File: src/rtl/spi_dma_pump_if.sv
// spi_dma_pump_if: host, memory-bus and SPI data-port signals of the block pump
interface spi_dma_pump_if #(
    parameter int AW     = 16,
    parameter int NBLK_W = 4
);
    logic              start;
    logic              abort;
    logic              dir;
    logic [AW-1:0]     iaddr;
    logic [NBLK_W-1:0] nblocks;
    logic              ready;
    logic              done;
    logic [AW-1:0]     oaddr;
    logic [7:0]        odata;
    logic              owren;
    logic [7:0]        idata;
    logic [7:0]        ospi_data;
    logic              ospi_wr;
    logic [7:0]        ispi_data;
    logic              ispi_dsr;
    logic [NBLK_W-1:0] oblocks;

    modport master (
        output start, abort, dir, iaddr, nblocks, idata, ispi_data, ispi_dsr,
        input  ready, done, oaddr, odata, owren, ospi_data, ospi_wr, oblocks
    );

    modport slave (
        input  start, abort, dir, iaddr, nblocks, idata, ispi_data, ispi_dsr,
        output ready, done, oaddr, odata, owren, ospi_data, ospi_wr, oblocks
    );
endinterface

File: src/rtl/spi_dma_pump.sv
// spi_dma_pump: moves nblocks blocks between SPI and memory, with per-block trailer bytes
module spi_dma_pump #(
    parameter int         AW          = 16,
    parameter int         BLOCK_BYTES = 512,
    parameter int         NBLK_W      = 4,
    parameter int         TRAILER     = 2,
    parameter logic [7:0] FILL        = 8'hFF
) (
    input logic           clk,
    input logic           reset_n,
    input logic           ce,
    spi_dma_pump_if.slave bus
);
    localparam int CW = $clog2(BLOCK_BYTES);
    localparam int TW = TRAILER > 1 ? $clog2(TRAILER) : 1;

    typedef enum logic [2:0] {IDLE, FETCH, LATCH, ISSUE, GUARD, WAIT, STORE} state_t;

    state_t        state;
    logic          dir_q;
    logic          in_trl;
    logic [CW-1:0] cnt;
    logic [TW-1:0] tcnt;
    logic          fin;
    logic          data_last;
    logic          blk_end;
    logic          last_blk;
    logic          to_fetch;

    // byte-completion decode: which byte just finished and where the next one starts
    always_comb begin
        fin       = (state == STORE) || (state == WAIT && bus.ispi_dsr && (in_trl || dir_q));
        data_last = !in_trl && cnt == CW'(BLOCK_BYTES - 1);
        blk_end   = in_trl ? int'(tcnt) == TRAILER - 1 : data_last && TRAILER == 0;
        last_blk  = bus.oblocks == NBLK_W'(1);
        to_fetch  = dir_q && (blk_end || (!in_trl && !data_last));
    end

    // transfer FSM with registered strobes, address and counters
    always_ff @(posedge clk or negedge reset_n) begin
        if (!reset_n) begin
            state         <= IDLE;
            dir_q         <= 1'b0;
            in_trl        <= 1'b0;
            cnt           <= '0;
            tcnt          <= '0;
            bus.ready     <= 1'b1;
            bus.done      <= 1'b0;
            bus.oaddr     <= '0;
            bus.odata     <= '0;
            bus.owren     <= 1'b0;
            bus.ospi_data <= FILL;
            bus.ospi_wr   <= 1'b0;
            bus.oblocks   <= '0;
        end else if (ce) begin
            bus.owren   <= 1'b0;
            bus.ospi_wr <= 1'b0;
            bus.done    <= 1'b0;
            if (bus.abort) begin
                state       <= IDLE;
                bus.ready   <= 1'b1;
                bus.oblocks <= '0;
            end else begin
                case (state)
                    IDLE: if (bus.start) begin
                        dir_q       <= bus.dir;
                        bus.oaddr   <= bus.iaddr;
                        bus.oblocks <= bus.nblocks;
                        cnt         <= '0;
                        tcnt        <= '0;
                        in_trl      <= 1'b0;
                        bus.ready   <= bus.nblocks == '0;
                        bus.done    <= bus.nblocks == '0;
                        bus.ospi_wr <= bus.nblocks != '0 && !bus.dir;
                        if (!bus.dir) bus.ospi_data <= FILL;
                        state <= bus.nblocks == '0 ? IDLE : bus.dir ? FETCH : ISSUE;
                    end
                    FETCH: state <= LATCH;
                    LATCH: begin
                        bus.ospi_data <= bus.idata;
                        bus.ospi_wr   <= 1'b1;
                        bus.oaddr     <= bus.oaddr + 1'b1;
                        state         <= ISSUE;
                    end
                    ISSUE: state <= GUARD;
                    GUARD: state <= WAIT;
                    WAIT: if (bus.ispi_dsr && !fin) begin
                        bus.owren <= 1'b1;
                        bus.odata <= bus.ispi_data;
                        state     <= STORE;
                    end
                    STORE: bus.oaddr <= bus.oaddr + 1'b1;
                    default: state <= IDLE;
                endcase
                if (fin) begin
                    if (!in_trl) cnt <= cnt + 1'b1;
                    if (blk_end) begin
                        in_trl      <= 1'b0;
                        bus.oblocks <= bus.oblocks - 1'b1;
                    end else if (data_last) begin
                        in_trl <= 1'b1;
                        tcnt   <= '0;
                    end else if (in_trl) begin
                        tcnt <= tcnt + 1'b1;
                    end
                    if (blk_end && last_blk) begin
                        bus.done  <= 1'b1;
                        bus.ready <= 1'b1;
                        state     <= IDLE;
                    end else begin
                        state       <= to_fetch ? FETCH : ISSUE;
                        bus.ospi_wr <= !to_fetch;
                        if (!to_fetch) bus.ospi_data <= FILL;
                    end
                end
            end
        end
    end
endmodule

File: src/flat_wrapper.sv
// flat-port wrapper written by rule: the top's interface ports become plain ports
module spi_dma_pump_flat 
#(
    parameter int         AW          = 16,
    parameter int         BLOCK_BYTES = 512,
    parameter int         NBLK_W      = 4,
    parameter int         TRAILER     = 2,
    parameter logic [7:0] FILL        = 8'hFF
)
  (clk, reset_n, ce, bus_start, bus_abort, bus_dir, bus_iaddr, bus_nblocks, bus_idata, bus_ispi_data, bus_ispi_dsr, bus_ready, bus_done, bus_oaddr, bus_odata, bus_owren, bus_ospi_data, bus_ospi_wr, bus_oblocks);
  spi_dma_pump_if #(.AW(AW), .NBLK_W(NBLK_W)) bus_i ();
  input logic clk;
  input logic reset_n;
  input logic ce;
  input wire logic [$bits(bus_i.start)-1:0] bus_start;
  input wire logic [$bits(bus_i.abort)-1:0] bus_abort;
  input wire logic [$bits(bus_i.dir)-1:0] bus_dir;
  input wire logic [$bits(bus_i.iaddr)-1:0] bus_iaddr;
  input wire logic [$bits(bus_i.nblocks)-1:0] bus_nblocks;
  input wire logic [$bits(bus_i.idata)-1:0] bus_idata;
  input wire logic [$bits(bus_i.ispi_data)-1:0] bus_ispi_data;
  input wire logic [$bits(bus_i.ispi_dsr)-1:0] bus_ispi_dsr;
  output wire logic [$bits(bus_i.ready)-1:0] bus_ready;
  output wire logic [$bits(bus_i.done)-1:0] bus_done;
  output wire logic [$bits(bus_i.oaddr)-1:0] bus_oaddr;
  output wire logic [$bits(bus_i.odata)-1:0] bus_odata;
  output wire logic [$bits(bus_i.owren)-1:0] bus_owren;
  output wire logic [$bits(bus_i.ospi_data)-1:0] bus_ospi_data;
  output wire logic [$bits(bus_i.ospi_wr)-1:0] bus_ospi_wr;
  output wire logic [$bits(bus_i.oblocks)-1:0] bus_oblocks;
  assign bus_i.start = bus_start;
  assign bus_i.abort = bus_abort;
  assign bus_i.dir = bus_dir;
  assign bus_i.iaddr = bus_iaddr;
  assign bus_i.nblocks = bus_nblocks;
  assign bus_i.idata = bus_idata;
  assign bus_i.ispi_data = bus_ispi_data;
  assign bus_i.ispi_dsr = bus_ispi_dsr;
  assign bus_ready = bus_i.ready;
  assign bus_done = bus_i.done;
  assign bus_oaddr = bus_i.oaddr;
  assign bus_odata = bus_i.odata;
  assign bus_owren = bus_i.owren;
  assign bus_ospi_data = bus_i.ospi_data;
  assign bus_ospi_wr = bus_i.ospi_wr;
  assign bus_oblocks = bus_i.oblocks;
  spi_dma_pump #(.AW(AW), .BLOCK_BYTES(BLOCK_BYTES), .NBLK_W(NBLK_W), .TRAILER(TRAILER), .FILL(FILL)) u_core (.clk(clk), .reset_n(reset_n), .ce(ce), .bus(bus_i));
endmodule
File: config.mk
export PLATFORM = sky130hd
export DESIGN_NAME = spi_dma_pump_flat
export DESIGN_NICKNAME = d
export VERILOG_FILES = /design/src/rtl/spi_dma_pump_if.sv /design/src/rtl/spi_dma_pump.sv /design/src/flat_wrapper.sv
export SDC_FILE = /design/constraint.sdc
export NUM_CORES = 1
export LEC_CHECK = 0
export ABC_AREA = 1
export CAP_MARGIN = 20
export CORE_MARGIN = 1
export CORE_UTILIZATION = 40
export CTS_CLUSTER_DIAMETER = 100
export DETAILED_ROUTE_END_ITERATION = 12
export GPL_ROUTABILITY_DRIVEN = 0
export HOLD_SLACK_MARGIN = 0.06
export PLACE_DENSITY = 0.65
export SLEW_MARGIN = 20
export SYNTH_ARGS = -nofsm -noshare
export SYNTH_HDL_FRONTEND = slang
export SYNTH_SLANG_ARGS = --single-unit
File: constraint.sdc
create_clock -name clk -period 5 [get_ports clk]
set_input_delay 0.5 -clock clk [delete_from_list [all_inputs] [get_ports clk]]
set_output_delay 0.5 -clock clk [all_outputs]
set_load 0.01 [all_outputs]
==> qor.txt <==
CP bufs+invs - 3
Power consumption - 0.00180 W
GRT Util Overall - 0.203
Setup Crit Path Kind - in2reg
Min setup slack post-route - 2.73 ns
DP Worst Slack - 2.38 ns
DP Wirelength - 6.38 mm
Layout cells sized above 1 - 0.105
RSZ-0062 raised after global routing - no
CP Launch Type - primary input
IO Count - 83
Post-synth top area share - 0.329
Vias per cell - 5.08
Top cells by area, synth - dfrtp_1 (33%), nand2_1 (15%), dfstp_2 (6.8%), nand3_1 (6.2%), inv_1 (5.9%)
Post-route cell area - 0.00446 mm^2
Hold crit path type - in2async
Most frequent cells in the layout - nand2_1 (137), clkdlybuf4s50_1 (81), inv_1 (55)
Die ar. - 0.00912 mm^2
Clk Latency, worst-skew pair - 0.32 ns
CP Cell Sequence - clkdlybuf4s50_1 > inv_2 > nor2_8 > nand2_1 > nor2_4 > inv_2 > nor2_1 > nand2_1 > o21ai_0
Register area share after synthesis - 0.397
FF-to-FF End - u_core.state[1]$_DFFE_PN0P_
Grt total ovfl - 0
Hold Fails Final Rpt - 0
Post-CTS Resized - 0
P per Cell Area - 404 mW/mm^2
Root Buffer - clkbuf_8
Max stage delay cell, worst path - clkdlybuf4s50_1
Pre-Repair DR Iteration Count - 4
Die X-Extent - 95.5 um
Synth Instances - 470
Cell taking the most area after synthesis - dfrtp_1
CTS sink cnt - 55
Netlist cell types - 41
Status - finished clean
Initial drt markers - 148
Ys flop type - dfrtp_1
RR Startpoint - u_core.cnt[0]$_DFFE_PN0P_
Synth Register Bits - 55
EDFF count, synth - 0
P&R area growth vs syn - 27.6%
Stages on worst setup path - 9
Worst endpoint required time - 5.24 ns
Synth warnings - 0
Die height - 95.5 um
CTS tree - built
Initial Util - 0.419
Final Cycle Share - 0.455
Clock-pin slew on the worst setup and hold paths - 0.11 ns
Final setup violation count - 0
Post-synthesis async set-or-reset flop share - 1.00
ANT cells - 0
Final min period - 2.27 ns
Final Slew Violations - 0
Port buffer count - 82
Pleak - 2.13 nW
Core footprint - 0.00834 mm^2
R2R depth - 12
Total CTS buffers - 5
Post-route ant nets - 0
CP Capture Type - register
Initial antenna violation count - 0
Row cnt - 33
Drc violations - 0
Wire per inst - 13.1 um
Peak supply drop - 0.144 mV
Largest net degree at the start of global routing - 56
Worst Path Max Fanout - 24
Worst EP arrival - 2.52 ns
Worst R2R Setup Slack - 2.92 ns
Slew margin rel. - 0.516
# Max-Cap Violations - 0
Max clock buf depth - 2
Via count - 3,336
Post-Syn Area per Cell - 7.44 um^2
Mapped Area - 0.00350 mm^2
Commonest non-fill, non-tap cell in the layout - nand2_1
First-pass GRT wire length - 14.5 mm
Fin Setup TNS - 0 ns
Hold_buf cts - 0
Number of global-route vias before repair - 3,153
Setup repair bufs after CTS - 0
Largest stage delay, worst path - 0.54 ns
Final #Nets - 599
DP Area - 0.00436 mm^2
Synth Net Count - 518
Drt total wl - 8.64 mm
H-tree depth - 2
Worst-Margin Slew - 0.727 ns
Worst Skew - 0.0100 ns
Fmax - 440 MHz
Top delay family on crit path - simple AND/OR/NAND/NOR gates
-- synth_stat cells (all sizes together), types with 7 or more instances --
master / number
nand2: 144
inv: 62
nand3: 49
nor2: 48
dfrtp: 46
o21ai: 44
a21oi: 10
buf: 10
dfstp: 9
a31oi: 7
nand4: 7
-- kinds of logic (layout without fill, tap and decap cells) --
kind of cell	count (synthesis)	in the layout	share of synthesized area
xor+xnor	6	6	0.0150
simple gates	255	255	0.343
compound gates	75	75	0.131
fa+ha+maj	5	5	0.0179
flops	55	55	0.397
buf+inv	74	156	0.0970
-- flip-flops by register name (all words and copies together), names as in the netlist --
| register | cells |
|---|---|
| u_core.state | 3 |
| u_core.bus.oaddr | 16 |
| u_core.bus.oblocks | 4 |
| u_core.bus.owren | 1 |
| u_core.in_trl | 1 |
| u_core.bus.ospi_data | 8 |
| u_core.dir_q | 1 |
| u_core.bus.ospi_wr | 1 |
| u_core.bus.ready | 1 |
| u_core.bus.odata | 8 |
| u_core.tcnt | 1 |
| u_core.bus.done | 1 |
| u_core.cnt | 9 |
-- per-stage QoR --
stage / hold WS, ns / std cells / util
finish: 0.306 / 657 / 0.535
detailed placement: 0.468 / 649 / 0.523
global placement: 0.464 / 649 / 0.523
global route: 0.389 / 657 / 0.535
CTS: 0.343 / 657 / 0.535
floorplan: 0.204 / 470 / -
-- power breakdown --
group          internal (W)  switching [W]  total, W
registers          0.000578       0.000142  0.000720
clock network      0.000104       0.000166  0.000270
logic              0.000376       0.000434  0.000810
-- layout make-up --
| type | instances | area, um^2 |
|---|---|---|
| Clock buffer | 5 | 68.8 |
| Clock inverter | 3 | 28.8 |
| Fill cell | 801 | 3880 |
| Inverter | 64 | 245 |
| Multi-Input combinational cell | 341 | 1770 |
| Sequential cell | 55 | 1390 |
| Tap cell | 105 | 131 |
| Timing Repair Buffer | 84 | 831 |
-- how the worst max path moves through the flow --
stage | startpoint | end | slack (ns)
5_1_grt | ce | u_core.bus.oaddr[13]$_DFFE_PN0P_ | 2.54
3_5_place_dp | ce | u_core.bus.oaddr[8]$_DFFE_PN0P_ | 2.38
3_3_place_gp | ce | u_core.bus.oaddr[13]$_DFFE_PN0P_ | 2.42
2_1_floorplan | u_core.cnt[0]$_DFFE_PN0P_ | u_core.state[1]$_DFFE_PN0P_ | 3.25
6_report | ce | u_core.bus.oaddr[13]$_DFFE_PN0P_ | 2.73
4_1_cts | ce | u_core.bus.oaddr[13]$_DFFE_PN0P_ | 2.72
-- metal layers --
| layer | wire (um) | share of wire | global-route usage |
|---|---|---|---|
| met1 | 3850 | 0.45 | 0.262 |
| met2 | 3990 | 0.46 | 0.338 |
| met3 | 681 | 0.079 | 0.0439 |
| met4 | 112 | 0.013 | 0.0609 |
| met5 | 0 | 0 | 0 |
Power figures use the tool's default switching activity.
